--- src/rtl/multdiv_arbiter_if.sv ---
// Bundle between the multdiv arbiter, its two requesters and the shared multdiv unit.
// Parameter: WIDTH - operand/result width, must match the multdiv unit.
// Modports:
//   slave  - arbiter side: takes reqX_*, md_result/md_exception/md_resultRDY;
//            drives reqX_ready, rspX_*, md_operandA/B, md_ctrl_MULT/DIV, busy.
//   master - environment side: the mirror image of slave.
interface multdiv_arbiter_if #(
    parameter int unsigned WIDTH = 32
);
    logic             req0_valid;
    logic             req0_op;
    logic [WIDTH-1:0] req0_a;
    logic [WIDTH-1:0] req0_b;
    logic             req0_ready;
    logic             rsp0_valid;
    logic [WIDTH-1:0] rsp0_data;
    logic             rsp0_exception;

    logic             req1_valid;
    logic             req1_op;
    logic [WIDTH-1:0] req1_a;
    logic [WIDTH-1:0] req1_b;
    logic             req1_ready;
    logic             rsp1_valid;
    logic [WIDTH-1:0] rsp1_data;
    logic             rsp1_exception;

    logic [WIDTH-1:0] md_operandA;
    logic [WIDTH-1:0] md_operandB;
    logic             md_ctrl_MULT;
    logic             md_ctrl_DIV;
    logic [WIDTH-1:0] md_result;
    logic             md_exception;
    logic             md_resultRDY;

    logic             busy;

    modport slave (
        input  req0_valid, req0_op, req0_a, req0_b,
        input  req1_valid, req1_op, req1_a, req1_b,
        input  md_result, md_exception, md_resultRDY,
        output req0_ready, rsp0_valid, rsp0_data, rsp0_exception,
        output req1_ready, rsp1_valid, rsp1_data, rsp1_exception,
        output md_operandA, md_operandB, md_ctrl_MULT, md_ctrl_DIV,
        output busy
    );

    modport master (
        output req0_valid, req0_op, req0_a, req0_b,
        output req1_valid, req1_op, req1_a, req1_b,
        output md_result, md_exception, md_resultRDY,
        input  req0_ready, rsp0_valid, rsp0_data, rsp0_exception,
        input  req1_ready, rsp1_valid, rsp1_data, rsp1_exception,
        input  md_operandA, md_operandB, md_ctrl_MULT, md_ctrl_DIV,
        input  busy
    );
endinterface

--- src/rtl/multdiv_arbiter.sv ---
// Round-robin arbiter sharing one multdiv unit between two requesters.
// A granted request is latched, started with a one-cycle ctrl_MULT/ctrl_DIV
// pulse, and its result is returned as a one-cycle rspX_valid strobe to the
// requester that issued it. Only one operation is ever in flight.
// Ports:
//   clock   - system clock, rising edge
//   reset_n - asynchronous active-low reset
//   bus     - multdiv_arbiter_if.slave (request/response channels, multdiv side, busy)
// Parameters: WIDTH (operand width), TIMEOUT_CYCLES (WAIT limit).
// Optional feature: define MDARB_TIMEOUT_EN to abort a WAIT that lasts
// TIMEOUT_CYCLES cycles, returning data 0 with exception 1.
module multdiv_arbiter #(
    parameter int unsigned WIDTH          = 32,
    parameter int unsigned TIMEOUT_CYCLES = 64
) (
    input logic              clock,
    input logic              reset_n,
    multdiv_arbiter_if.slave bus
);

    typedef enum logic [1:0] {
        S_IDLE,
        S_START,
        S_WAIT,
        S_RESP
    } state_t;

    state_t           state;
    logic             last_grant;
    logic             id_q;

    logic             grant_any_c;
    logic             grant_id_c;
    logic             grant_op_c;
    logic             done_c;
    logic [WIDTH-1:0] done_data_c;
    logic             done_exc_c;

    // A zero limit would abort before the unit could ever answer.
    if (TIMEOUT_CYCLES == 0) begin : g_zero_timeout_unsupported
    end

`ifdef MDARB_TIMEOUT_EN
    localparam int unsigned CNT_W = $clog2(TIMEOUT_CYCLES + 1);
    logic [CNT_W-1:0] wait_cnt;
`endif

    // Arbitration: contention goes to the requester not granted last.
    // ready is combinational so the handshake lands in the same cycle as valid;
    // it is forced low while reset is asserted.
    always_comb begin
        grant_any_c    = (state == S_IDLE) && (bus.req0_valid || bus.req1_valid);
        grant_id_c     = (bus.req0_valid && bus.req1_valid) ? ~last_grant : bus.req1_valid;
        grant_op_c     = grant_id_c ? bus.req1_op : bus.req0_op;
        bus.req0_ready = reset_n && grant_any_c && !grant_id_c;
        bus.req1_ready = reset_n && grant_any_c && grant_id_c;
    end

    // WAIT completion: a real result wins over a timeout in the same cycle.
    always_comb begin
        done_c      = bus.md_resultRDY;
        done_data_c = bus.md_result;
        done_exc_c  = bus.md_exception;
`ifdef MDARB_TIMEOUT_EN
        if (!bus.md_resultRDY && (wait_cnt == CNT_W'(TIMEOUT_CYCLES - 1))) begin
            done_c      = 1'b1;
            done_data_c = '0;
            done_exc_c  = 1'b1;
        end
`endif
    end

    // Control FSM with registered outputs.
    always_ff @(posedge clock or negedge reset_n) begin
        if (!reset_n) begin
            state              <= S_IDLE;
            last_grant         <= 1'b1;
            id_q               <= 1'b0;
            bus.busy           <= 1'b0;
            bus.md_ctrl_MULT   <= 1'b0;
            bus.md_ctrl_DIV    <= 1'b0;
            bus.md_operandA    <= '0;
            bus.md_operandB    <= '0;
            bus.rsp0_valid     <= 1'b0;
            bus.rsp0_data      <= '0;
            bus.rsp0_exception <= 1'b0;
            bus.rsp1_valid     <= 1'b0;
            bus.rsp1_data      <= '0;
            bus.rsp1_exception <= 1'b0;
`ifdef MDARB_TIMEOUT_EN
            wait_cnt           <= '0;
`endif
        end else begin
            bus.md_ctrl_MULT <= 1'b0;
            bus.md_ctrl_DIV  <= 1'b0;
            bus.rsp0_valid   <= 1'b0;
            bus.rsp1_valid   <= 1'b0;
            case (state)
                S_IDLE: begin
                    if (grant_any_c) begin
                        id_q             <= grant_id_c;
                        bus.md_operandA  <= grant_id_c ? bus.req1_a : bus.req0_a;
                        bus.md_operandB  <= grant_id_c ? bus.req1_b : bus.req0_b;
                        bus.md_ctrl_MULT <= !grant_op_c;
                        bus.md_ctrl_DIV  <= grant_op_c;
                        bus.busy         <= 1'b1;
                        state            <= S_START;
                    end
                end
                S_START: begin
                    // md_resultRDY is not looked at while the start pulse is out.
                    state <= S_WAIT;
`ifdef MDARB_TIMEOUT_EN
                    wait_cnt <= '0;
`endif
                end
                S_WAIT: begin
                    if (done_c) begin
                        state <= S_RESP;
                        if (id_q) begin
                            bus.rsp1_valid     <= 1'b1;
                            bus.rsp1_data      <= done_data_c;
                            bus.rsp1_exception <= done_exc_c;
                        end else begin
                            bus.rsp0_valid     <= 1'b1;
                            bus.rsp0_data      <= done_data_c;
                            bus.rsp0_exception <= done_exc_c;
                        end
                    end
`ifdef MDARB_TIMEOUT_EN
                    else begin
                        wait_cnt <= wait_cnt + CNT_W'(1);
                    end
`endif
                end
                S_RESP: begin
                    last_grant <= id_q;
                    bus.busy   <= 1'b0;
                    state      <= S_IDLE;
                end
                default: state <= S_IDLE;
            endcase
        end
    end

endmodule

--- src/flat_wrapper.sv ---
// flat-port wrapper written by rule: the top's interface ports become plain ports
module multdiv_arbiter_flat 
#(
    parameter int unsigned WIDTH          = 32,
    parameter int unsigned TIMEOUT_CYCLES = 64
)
  (clock, reset_n, bus_req0_valid, bus_req0_op, bus_req0_a, bus_req0_b, bus_req1_valid, bus_req1_op, bus_req1_a, bus_req1_b, bus_md_result, bus_md_exception, bus_md_resultRDY, bus_req0_ready, bus_rsp0_valid, bus_rsp0_data, bus_rsp0_exception, bus_req1_ready, bus_rsp1_valid, bus_rsp1_data, bus_rsp1_exception, bus_md_operandA, bus_md_operandB, bus_md_ctrl_MULT, bus_md_ctrl_DIV, bus_busy);
  multdiv_arbiter_if #(.WIDTH(WIDTH)) bus_i ();
  input logic clock;
  input logic reset_n;
  input wire logic [$bits(bus_i.req0_valid)-1:0] bus_req0_valid;
  input wire logic [$bits(bus_i.req0_op)-1:0] bus_req0_op;
  input wire logic [$bits(bus_i.req0_a)-1:0] bus_req0_a;
  input wire logic [$bits(bus_i.req0_b)-1:0] bus_req0_b;
  input wire logic [$bits(bus_i.req1_valid)-1:0] bus_req1_valid;
  input wire logic [$bits(bus_i.req1_op)-1:0] bus_req1_op;
  input wire logic [$bits(bus_i.req1_a)-1:0] bus_req1_a;
  input wire logic [$bits(bus_i.req1_b)-1:0] bus_req1_b;
  input wire logic [$bits(bus_i.md_result)-1:0] bus_md_result;
  input wire logic [$bits(bus_i.md_exception)-1:0] bus_md_exception;
  input wire logic [$bits(bus_i.md_resultRDY)-1:0] bus_md_resultRDY;
  output wire logic [$bits(bus_i.req0_ready)-1:0] bus_req0_ready;
  output wire logic [$bits(bus_i.rsp0_valid)-1:0] bus_rsp0_valid;
  output wire logic [$bits(bus_i.rsp0_data)-1:0] bus_rsp0_data;
  output wire logic [$bits(bus_i.rsp0_exception)-1:0] bus_rsp0_exception;
  output wire logic [$bits(bus_i.req1_ready)-1:0] bus_req1_ready;
  output wire logic [$bits(bus_i.rsp1_valid)-1:0] bus_rsp1_valid;
  output wire logic [$bits(bus_i.rsp1_data)-1:0] bus_rsp1_data;
  output wire logic [$bits(bus_i.rsp1_exception)-1:0] bus_rsp1_exception;
  output wire logic [$bits(bus_i.md_operandA)-1:0] bus_md_operandA;
  output wire logic [$bits(bus_i.md_operandB)-1:0] bus_md_operandB;
  output wire logic [$bits(bus_i.md_ctrl_MULT)-1:0] bus_md_ctrl_MULT;
  output wire logic [$bits(bus_i.md_ctrl_DIV)-1:0] bus_md_ctrl_DIV;
  output wire logic [$bits(bus_i.busy)-1:0] bus_busy;
  assign bus_i.req0_valid = bus_req0_valid;
  assign bus_i.req0_op = bus_req0_op;
  assign bus_i.req0_a = bus_req0_a;
  assign bus_i.req0_b = bus_req0_b;
  assign bus_i.req1_valid = bus_req1_valid;
  assign bus_i.req1_op = bus_req1_op;
  assign bus_i.req1_a = bus_req1_a;
  assign bus_i.req1_b = bus_req1_b;
  assign bus_i.md_result = bus_md_result;
  assign bus_i.md_exception = bus_md_exception;
  assign bus_i.md_resultRDY = bus_md_resultRDY;
  assign bus_req0_ready = bus_i.req0_ready;
  assign bus_rsp0_valid = bus_i.rsp0_valid;
  assign bus_rsp0_data = bus_i.rsp0_data;
  assign bus_rsp0_exception = bus_i.rsp0_exception;
  assign bus_req1_ready = bus_i.req1_ready;
  assign bus_rsp1_valid = bus_i.rsp1_valid;
  assign bus_rsp1_data = bus_i.rsp1_data;
  assign bus_rsp1_exception = bus_i.rsp1_exception;
  assign bus_md_operandA = bus_i.md_operandA;
  assign bus_md_operandB = bus_i.md_operandB;
  assign bus_md_ctrl_MULT = bus_i.md_ctrl_MULT;
  assign bus_md_ctrl_DIV = bus_i.md_ctrl_DIV;
  assign bus_busy = bus_i.busy;
  multdiv_arbiter #(.WIDTH(WIDTH), .TIMEOUT_CYCLES(TIMEOUT_CYCLES)) u_core (.clock(clock), .reset_n(reset_n), .bus(bus_i));
endmodule
--- config.mk ---
export PLATFORM = sky130hd
export DESIGN_NAME = multdiv_arbiter_flat
export DESIGN_NICKNAME = d
export VERILOG_FILES = /design/src/rtl/multdiv_arbiter_if.sv /design/src/rtl/multdiv_arbiter.sv /design/src/flat_wrapper.sv
export SDC_FILE = /design/constraint.sdc
export NUM_CORES = 1
export LEC_CHECK = 0
export ABC_AREA = 1
export CAP_MARGIN = 0
export CORE_MARGIN = 4
export CORE_UTILIZATION = 46
export CTS_BUF_LIST = sky130_fd_sc_hd__clkbuf_8
export DETAILED_ROUTE_END_ITERATION = 10
export HOLD_SLACK_MARGIN = 0.02
export MAX_ROUTING_LAYER = met4
export PLACE_DENSITY_LB_ADDON = 0.05
export SLEW_MARGIN = 20
export SYNTH_ARGS = -nofsm -noshare
export SYNTH_HDL_FRONTEND = slang
export SYNTH_SLANG_ARGS = --single-unit
--- constraint.sdc ---
create_clock -name clock -period 2.3 [get_ports clock]
set_input_delay 0.46 -clock clock [delete_from_list [all_inputs] [get_ports clock]]
set_output_delay 0.46 -clock clock [all_outputs]
set_load 0.01 [all_outputs]
After elaboration in Yosys (flattened, before gate mapping). Cells that the tools add are included.

Bitwise logic cells: 2. Multiplexer cells: 19. Equality and inequality tests: 5. Reductions and logical operators: 15.

Operators with widths (count): 32-bit 2-to-1 mux (2); 1-bit 2-to-1 mux (13); 2-bit case mux with 4 select lines (1); 2-bit AND reduction (3); 3-bit AND reduction (2); 1-bit logical AND (5); 2-bit equality test (second input constant) (2); 2-bit 2-to-1 mux (2); 2-bit by 1-bit equality test with 1-bit output (second input constant) (1); 1-bit zero test (2); 2-bit zero test (1); 2-bit by 1-bit != test with 1-bit output (second input constant) (1); 2-bit != test (second input constant) (1); 1-bit NOT (2); 1-bit case mux with 2 select lines (1); 2-bit nonzero test (1); 1-bit logical OR (1).

Flip-flop bits (word level): 139. Input port bits: 168. Logic and storage cells: 55.

Longest topological paths before layout. Gate-level depths: netlist of the first run.

Depth after elaboration: 6. Depth in mapped cells: 8. Depth with buffers taken out: 6.

Worst setup path before layout of the first run. No wires, ideal clock.

Path type: register -> output. From: reg u_core.state[0]. To: out bus_req0_ready. Data required time: 1.840 ns. Stages on the path, launching flop included: 6. Path buffers: 1. Arrival time: 1.238 ns. Slack: 0.602 ns. Path through: dfrtp_1 inv_1 ha_1 o21ai_1 buf_2 nor3_1.

Cells in the longest elaborated chain, start to end: 4.

RTL lines: start, declared (RTL line multdiv_arbiter.sv:28) `state_t state;`; start signal, assigned (RTL line multdiv_arbiter.sv:76) `state <= S_IDLE;`; start signal, assigned (RTL line multdiv_arbiter.sv:107) `state <= S_START;`; start signal, assigned (RTL line multdiv_arbiter.sv:112) `state <= S_WAIT;`; 2-bit zero test (RTL line multdiv_arbiter.sv:52) `grant_any_c = (state == S_IDLE) && (bus.req0_valid || bus.req1_valid);`; 1-bit logical AND (RTL line multdiv_arbiter.sv:52); 1-bit logical AND (2 in series) (RTL line multdiv_arbiter.sv:55) `bus.req0_ready = reset_n && grant_any_c && !grant_id_c;`; end, declared (RTL line flat_wrapper.sv:22) `output wire logic [$bits(bus_i.req0_ready)-1:0] bus_req0_ready;`.

Every way passes these cells.

Worst setup path after layout of the first run.
From: reg u_core.state[1]. To: out bus_req0_ready.

Same word-level chain as after synthesis.

==> flow_metrics.env, run 1 <==
export IMPL_die_x_um=127
export IMPL_avgSynthCellArea_um2=7.65
export IMPL_cts_setup_buffers=0
export IMPL_cts_tree="built"
export IMPL_syn_num_nets=1019
export IMPL_core_mm2=0.0138
export IMPL_clock_latency_ns=0.44
export IMPL_critical_path_top_delay_family="flip-flops"
export IMPL_ys_seq_area_share_pct=53.7
export IMPL_antenna_found_initial=1
export IMPL_drt_iter0_drc=414
export IMPL_synth_seq_cells=139
export IMPL_yosys_warnings=0
export IMPL_drive_gt1_share_pct=4.45
export IMPL_initial_core_util_pct=46.9
export IMPL_slowest_stage="dfrtp_1"
export IMPL_status="finished, final reports clean"
export IMPL_grt_ovfl_total=0
export IMPL_tightest_slew_ns=0.772
export IMPL_crit_type="register to output pin"
export IMPL_io_buffers=304
export IMPL_post_cts_resized=5
export IMPL_synth_most_common_cell="nand2_1"
export IMPL_yosys_top_cells_count="273 x nand2_1, 170 x inv_1, 138 x dfrtp_1"
export IMPL_grt_max_degree=140
export IMPL_whs_ns=0.0913
export IMPL_dieHeight_um=127
export IMPL_routabilityCongestion=0.846
export IMPL_finalSetupViolations=0
export IMPL_syn_to_final_growth_pct=56.7
export IMPL_final_util_pct=73.4
export IMPL_critPathBufInv=2
export IMPL_cpPeakStageDelay_ns=0.42
export IMPL_finalHoldViolCount=0
export IMPL_vias=6268
export IMPL_yosysTopAreaCell="dfrtp_1"
export IMPL_rows=43
export IMPL_grt_total_usage_pct=26.5
export IMPL_regArea_mm2=0.00348
export IMPL_finalCritPeriodShare_pct=93.2
export IMPL_min_period_ns=2.14
export IMPL_arrival_ns=1.68
export IMPL_relSlewSlack_pct=48.6
export IMPL_cp_required_ns=1.84
export IMPL_cts_sinks=139
export IMPL_dpl_hpwl_um=14100
export IMPL_multi_input_area_mm2=0.00217
export IMPL_cts_htree_levels=4
export IMPL_drv_slew=0
export IMPL_fmaxAchievable_mhz=467
export IMPL_clock_path_buffers=2
export IMPL_synth_edf_count=0
export IMPL_grt_pass1_vias=6299
export IMPL_wl_per_cell_um=15.0
export IMPL_end_kind="output pin"
export IMPL_netlist_area_mm2=0.00648
export IMPL_powerDensity_mw_per_mm2=1210
export IMPL_drt_first_pass_iters=4
export IMPL_ys_flop_type="dfrtp_1"
export IMPL_die_area_mm2=0.0160
export IMPL_vdd_drop_max_mv=0.969
export IMPL_vias_per_cell=4.73
export IMPL_p_leak_uw=0.00531
export IMPL_yosys_cell_types_count=16
export IMPL_detail_route_antenna_nets=0
export IMPL_crit_chain="inv_1 -> ha_4 -> o21ai_4 -> nor3_1 -> dlygate4sd2_1"
export IMPL_nets=1305
export IMPL_synth_area_leaders="dfrtp_1 53%, nand2_1 16%, nand3_1 10%"
export IMPL_wl_um=19800
export IMPL_finalPower_uw=12200
export IMPL_synth_top_cell_area_share_pct=53.3
export IMPL_worst_hold_path_type="input port to asynchronous set/reset pin"
export IMPL_rsz0062_at_grt="false"
export IMPL_drt_drc_violations_left=0
export IMPL_root_buffer="clkbuf_8"
export IMPL_grt_first_pass_wirelength_um=32600
export IMPL_ioPinCount=305
export IMPL_drv_cap=0
export IMPL_crit_path_start_kind="register"
export IMPL_cts_buffers_inserted=17
export IMPL_fill_cells=1153
export IMPL_synth_cells=847
export IMPL_skew_ns=0.0113
export IMPL_async_reset_ff_share_pct=100
export IMPL_cts_hold_buffers_added=0
export IMPL_cts_clk_slew_worst_paths_ns=0.07
export IMPL_critPathMaxFanout=4
==> area by class of cell <==
| class | instances | area share (%) |
|---|---|---|
| clock buffer | 20 | 2.71 |
| sequential | 139 | 34.3 |
| multi-input combinational | 488 | 21.4 |
| antenna | 1 | 0.0246 |
| timing repair buffer | 316 | 31.3 |
| tap | 180 | 2.22 |
| inverter | 171 | 6.32 |
| clock inverter | 11 | 1.75 |
==> registers in the layout, summed over array words and instances (netlist names), 2 cells and up <==
register                cells
u_core.bus.rsp1_data       32
u_core.bus.md_operandA     32
u_core.bus.rsp0_data       32
u_core.state                2
u_core.bus.md_operandB     32
==> cell families after synthesis <==
logic type      synth area share, %
buf+inv                        13.4
flops                          53.7
simple gates                   26.7
fa+ha+maj                     0.773
compound gates                 5.41
==> per-layer routing <==
metal	share of wire (%)	global-route usage (%)
met5	0	-
met4	2.5	9.21
met3	8.9	9.05
met2	49	42.7
met1	40	31.0
==> worst paths after layout <==
kind	from	end	slack [ns]	cells past startpoint
max	u_core.state[1]	bus_req0_ready	0.16	5
min	reset_n	u_core.bus.md_operandB[18]	0.09	2
max reg2reg	u_core.last_grant	u_core.bus.md_ctrl_MULT	0.60	6
min reg2reg	u_core.bus.md_operandB[14]	u_core.bus.md_operandB[14]	0.48	2
max in group asynchronous	reset_n	u_core.bus.md_operandA[21]	1.60	2
min in group clock	u_core.bus.md_operandB[14]	u_core.bus.md_operandB[14]	0.48	2
==> through the flow <==
stage	TNS [ns]	cells	worst slack, ns	instance area [um^2]
finish	0	1326	0.157	10200
global route	0	1326	0.0433	10200
CTS	0	1325	0.131	10200
detailed placement	-0.107	1294	-0.0697	9690
global placement	-0.0673	1294	-0.0538	9690
floorplan	0	847	0.602	6480
==> where the power goes <==
part	internal, uW	leakage, uW	switching (uW)	total, uW
sequential	3610	0.00172	624	4240
combinational	2970	0.00334	2800	5770
clock	1360	0.000245	884	2240
total	7940	0.00531	4310	12200
==> cell usage in the layout, fill, tap and decap left out, types with 5 or more instances in the layout <==
cell type        synthesis  layout
buf_4                    0       8
clkdlybuf4s50_1          0     300
clkbuf_8                 0      20
dfrtp_1                138     138
o21ai_0                 67      67
nand3_1                133     131
nand2_1                273     271
inv_1                  170     174
bufinv_16                0       5
==> worst reg2reg max path: stages, from the launching register on <==
cell,delay [ns]
dfstp_2,0.55
nand2_2,0.06
nand2_2,0.07
buf_4,0.56
nand2_1,0.18
nand2_1,0.10
nor2_1,0.04
No activity file was read; power rests on OpenSTA's default activity.
==> run 2, diff against run 1 <==
--- a/config.mk
+++ b/config.mk
@@ -7,10 +7,11 @@
 export LEC_CHECK = 0
 export ABC_AREA = 1
 export CAP_MARGIN = 0
-export CORE_MARGIN = 4
-export CORE_UTILIZATION = 46
+export CORE_AREA = 4 4 116 118
 export CTS_BUF_LIST = sky130_fd_sc_hd__clkbuf_8
 export DETAILED_ROUTE_END_ITERATION = 10
+export DIE_AREA = 0 0 120 122
+export DONT_BUFFER_PORTS = 1
 export HOLD_SLACK_MARGIN = 0.02
 export MAX_ROUTING_LAYER = met4
 export PLACE_DENSITY_LB_ADDON = 0.05
==> run 2 against run 1 <==
  * The flow now finishes with violations (hold timing)
  * Worst setup slack improved by 0.014 ns
  * Count of clock-buffer cells in the layout decreased by 3
  * Wire length decreased by 18%
  * Global-route usage decreased by 3.5 points
  * Clock skew decreased by 0.0012 ns
  * Sequential share of layout area increased by 16 points
  * Die area decreased by 8.8%
  * Via count decreased by 18%
  * Register-to-register slack improved by 0.02 ns
  * Combinational power decreased by 59%
  * Cell count decreased by 24%
  * Sequential power increased by 20%
  * Largest power group is now sequential cells
==> flow_metrics.env, run 2 (synthesis results as in run 1) <==
export IMPL_initial_core_util_pct=52.0
export IMPL_relSlewSlack_pct=56.5
export IMPL_vdd_drop_max_mv=0.475
export IMPL_vias=5169
export IMPL_violations="hold timing"
export IMPL_vias_per_cell=5.11
export IMPL_grt_ovfl_total=0
export IMPL_fill_cells=1198
export IMPL_end_kind="output pin"
export IMPL_root_buffer="clkbuf_8"
export IMPL_slowest_stage="dfrtp_1"
export IMPL_tightest_slew_ns=0.653
export IMPL_syn_to_final_growth_pct=7.57
export IMPL_p_leak_uw=0.00406
export IMPL_cts_setup_buffers=0
export IMPL_worst_hold_path_type="input port to asynchronous set/reset pin"
export IMPL_critPathMaxFanout=4
export IMPL_stdcell_count=1012
export IMPL_crit_chain="inv_1 -> ha_1 -> o21ai_4 -> nor3_1 -> buf_4"
export IMPL_skew_ns=0.0100
export IMPL_min_period_ns=2.13
export IMPL_io_buffers=0
export IMPL_grt_max_degree=141
export IMPL_wl_per_cell_um=16.2
export IMPL_cts_htree_levels=4
export IMPL_mostFrequentLayoutCells="271 x nand2_1, 171 x inv_1, 138 x dfrtp_1, 131 x nand3_1, 67 x o21ai_0"
export IMPL_nets=999
export IMPL_cts_buffers_inserted=17
export IMPL_grt_pass1_vias=5026
export IMPL_finalSetupViolations=0
export IMPL_status="complete, but fails checks"
export IMPL_finalHoldViolCount=139
export IMPL_core_mm2=0.0125
export IMPL_place_inst=980
export IMPL_drt_first_pass_iters=5
export IMPL_critical_path_top_delay_family="flip-flops"
export IMPL_cts_tree="built"
export IMPL_die_x_um=120
export IMPL_tns_ns=0
export IMPL_finalCritPeriodShare_pct=92.6
export IMPL_fmaxAchievable_mhz=470
export IMPL_detail_route_antenna_nets=0
export IMPL_rsz0062_at_grt="false"
export IMPL_dpl_hpwl_um=11900
export IMPL_drt_iter0_drc=379
export IMPL_drv_slew=0
export IMPL_ioPinCount=305
export IMPL_layout_commonest_cell="nand2_1"
export IMPL_cpPeakStageDelay_ns=0.40
export IMPL_dieHeight_um=122
export IMPL_cp_required_ns=1.84
export IMPL_clock_latency_ns=0.42
export IMPL_wl_um=16400
export IMPL_powerDensity_mw_per_mm2=1340
export IMPL_die_area_mm2=0.0146
export IMPL_whs_ns=-0.279
export IMPL_drive_gt1_share_pct=5.95
export IMPL_crit_path_start_kind="register"
export IMPL_clock_path_buffers=2
export IMPL_n_antenna_cell=0
export IMPL_drt_drc_violations_left=0
export IMPL_cts_clk_slew_worst_paths_ns=0.08
export IMPL_grt_first_pass_wirelength_um=25700
export IMPL_critPathBufInv=2
export IMPL_drv_cap=0
export IMPL_routabilityCongestion=0.827
export IMPL_crit_type="register to output pin"
export IMPL_rows=41
export IMPL_post_cts_resized=0
export IMPL_antenna_found_initial=0
export IMPL_grt_total_usage_pct=23.0
export IMPL_cts_sinks=139
export IMPL_arrival_ns=1.67
## run 2: per-layer routing
metal | vias up | track usage, % | wire [um]
met3 | 26 | 8.40 | 1610
met2 | 237 | 37.9 | 8160
met4 | 0 | 7.66 | 313
li1 | 2513 | - | -
met1 | 2393 | 26.1 | 6280
met5 | - | - | 0
## run 2: area by class of cell
class	instances	area, um^2	share of cell area [%]
Clock buffer	17	234	3.36
Clock inverter	15	149	2.14
Multi-Input combinational cell	488	2160	31.0
Tap cell	172	215	3.09
Sequential cell	139	3480	49.9
Inverter	171	642	9.21
Timing Repair Buffer	10	87.6	1.26
## run 2: worst paths after layout
kind,to,depth (start not counted),slack (ns),from
worst max-delay path,bus_req0_ready,5,0.17,u_core.state[0]
max in group asynchronous,u_core.last_grant,0,2.34,reset_n
worst min register to register,u_core.state[0],2,0.53,u_core.state[0]
min in group clock,u_core.bus.rsp1_data[27],2,0.19,bus_md_result[27]
worst min-delay path,u_core.bus.rsp1_data[6],0,-0.28,reset_n
worst max register to register,u_core.bus.md_operandA[0],7,0.62,u_core.state[0]
## run 2: stage by stage
stage	area (um^2)	util (%)	setup slack (ns)	hold slack (ns)	total power (uW)
after floorplan	6480	-	0.602	0.164	6720
after CTS	6970	55.9	0.147	-0.304	9490
after detailed placement	6590	52.8	0.620	0.168	7570
final	6970	55.9	0.171	-0.279	9350
after global routing	6970	55.9	0.0200	-0.324	10100
after global placement	6590	52.8	0.694	0.168	7450
## run 2: power by group
part / total, uW / internal [uW] / leakage [uW] / switching, uW
logic: 2360 / 871 / 0.00214 / 1490
registers: 5090 / 3610 / 0.00172 / 1480
clock network: 1890 / 959 / 0.000189 / 934
total: 9350 / 5440 / 0.00406 / 3900
==> run 3, diff against run 2 <==
--- a/config.mk
+++ b/config.mk
@@ -6,7 +6,7 @@
 export NUM_CORES = 1
 export LEC_CHECK = 0
 export ABC_AREA = 1
-export CAP_MARGIN = 0
+export CAP_MARGIN = 20
 export CORE_AREA = 4 4 116 118
 export CTS_BUF_LIST = sky130_fd_sc_hd__clkbuf_8
 export DETAILED_ROUTE_END_ITERATION = 10
==> results of run 3 <==
No change in the layout: final DEF, timing and power equal those of run 2.
==> RTL change, RTL diff (config.mk and constraints of run 2) <==
Add a define of `MDARB_TIMEOUT_EN`.
--- a/src/rtl/multdiv_arbiter.sv
+++ b/src/rtl/multdiv_arbiter.sv
@@ -11,2 +11,4 @@
 // TIMEOUT_CYCLES cycles, returning data 0 with exception 1.
+`define MDARB_TIMEOUT_EN
+
 module multdiv_arbiter #(
Check against the original RTL: same outputs for any inputs over 4 cycles, from zero or initial values and one cycle with reset_n low; that may be too few to reach the edited logic, so the function may still have changed.
==> RTL change against run 2 <==
- global-route usage increased by 2.6 points
- via count up 0.54%
- sequential cell count up 7
- clock power down 5%
- clock skew about the same
- non-clock buffer count is 4 higher
- largest power group unchanged
- final cell count fell by 10%
- wire length increased by 12%
- total power up 5.3%
- setup slack improved by 12 ps
- register-to-register slack got worse by 190 ps
- the run still ends with hold timing left
- design area decreased by 0.45%
- area after synthesis grew 1.2%
- critical endpoint unchanged
==> RTL change: results (changes against run 2) <==
The wire length of the first global-routing pass is 28.4 mm (+10%). The total detailed-routing wirelength came out at 18.3 mm (+12%). The fraction of area in clock buffers and inverters came to 5.03% (-0.46 points). The number of violations reported at the end of detailed-routing iteration 0 came out at 473 (+25%). By count the netlist is led by 199 x sky130_fd_sc_hd__nand2_1, 145 x sky130_fd_sc_hd__dfrtp_1, 78 x sky130_fd_sc_hd__o21ai_0.

The run finished, with violations left. The number of fillers in the final layout came out at 1156 (-3.5%). The cell at the root of the clock tree is sky130_fd_sc_hd__clkbuf_8.

The initial antenna violation count is 2 (+2). The synthesized-area fraction occupied by adder cells is 0.954% (+0.18 points). The complex-gate fraction of the synthesized area was 11.0% (+5.6 points). The clock group share of total power is 18.1% (-2.2 points). The leakage power summed over all cells came to 3.35 nW (-17%).

The detailed placement HPWL is 12.8 mm (+7.2%). The antenna diode count came to 2 (+2). The final worst clock skew is 10.1 ps (+0.0328 ps). The largest net degree at the start of global routing came out at 148 (+5.0%). The worst setup slack for register-to-register paths came out at 430 ps (-190 ps). The number of clock buffers in the layout was 20 (+3). The fraction of synthesized cell area in xor and xnor cells is 0.267% (+0.27 points). The total routing resource utilization after global routing came out at 25.6% (+2.6 points).

The number of nets produced by synthesis came out at 919 (-9.8%). The worst register-to-register path begins at u_core.last_grant. The highest net fanout along the worst path came to 3 (-1). The final-report hold violation count is 146 (+5.0%). The net count reported at finish is 895 (-10%). The area share of buffers outside the clock network was 1.70% (+0.44 points).

The critical path ends at bus_req0_ready. The endpoint identified for the worst register-to-register timing path is u_core.bus.md_operandB[17]. The proportion of layout cells with a drive suffix above 1 is 10.2% (+4.3 points). The power dissipated by switching net loads was 4.21 mW (+7.8%). The area of all sequential standard cells is 3650 µm² (+5.0%).

The number of detailed-routing iterations run before antenna repair is 8 (+3). The fraction of standard cell area in multi-input logic was 36.4% (+5.4 points). The tightest hold margin came to -281 ps (-2.02 ps). The inverter count came out at 18 (-89%). The final reports fail on hold timing. The slew at the pin closest to its max-slew limit came out at 787 ps (+134 ps). The number of distinct library cell variants in the gate-level netlist after synthesis came to 31 (+15). The multi-input combinational cell count is 525 (+7.6%). The share of synthesized area occupied by flip-flops and latches is 55.7% (+2.0 points). The routability congestion estimate came out at 0.826 (about the same). The worst path arrival time came out at around 1700 ps. Ranked by total cell area, the synthesized netlist is headed by sky130_fd_sc_hd__dfrtp_1 55%, sky130_fd_sc_hd__nand2_1 11%, sky130_fd_sc_hd__nand4_1 6.2%. The logic gate share of total power is 28.2% (+2.9 points).
[RTL change: cell types whose count changed after synthesis, moves of 4 or more]
cell and delta:
sky130_fd_sc_hd__clkbuf_1 +17, sky130_fd_sc_hd__inv_1 -155, sky130_fd_sc_hd__nand2_2 +21, sky130_fd_sc_hd__nand4_1 +65, sky130_fd_sc_hd__buf_2 -25, sky130_fd_sc_hd__nor2_1 +65
sky130_fd_sc_hd__buf_4 +4, sky130_fd_sc_hd__o21ai_1 +56, sky130_fd_sc_hd__dfrtp_1 +7, sky130_fd_sc_hd__nand3_1 -118, sky130_fd_sc_hd__nand2_1 -74, sky130_fd_sc_hd__o21ai_0 +11
sky130_fd_sc_hd__buf_6 +7
[RTL change: timing repair]
action,CTS,global route
buffers inserted,0,3
setup endpoints to repair,0,1
hold endpoints to repair,146,146
gates resized for setup,0,2
[RTL change: metal layers]
| layer | global-route usage, % | routed length [µm] | part of all wire (%) |
|---|---|---|---|
| met3 | 9.80 | 2000 | 11 |
| met1 | 30.0 | 6760 | 37 |
| met5 | - | 0 | 0 |
| met2 | 40.5 | 9160 | 50 |
| met4 | 9.16 | 351 | 1.9 |
[RTL change: stage by stage]
step | cells | total power [mW] | cell area, µm² | setup WS, ps
after floorplan | 746 | 7.25 | 6560 | 449
after global placement | 872 | 7.95 | 6550 | 416
after detailed placement | 872 | 8.10 | 6550 | 345
after CTS | 903 | 9.90 | 6900 | 29.8
after global routing | 908 | 10.6 | 6940 | 16.9
final | 908 | 9.84 | 6940 | 183
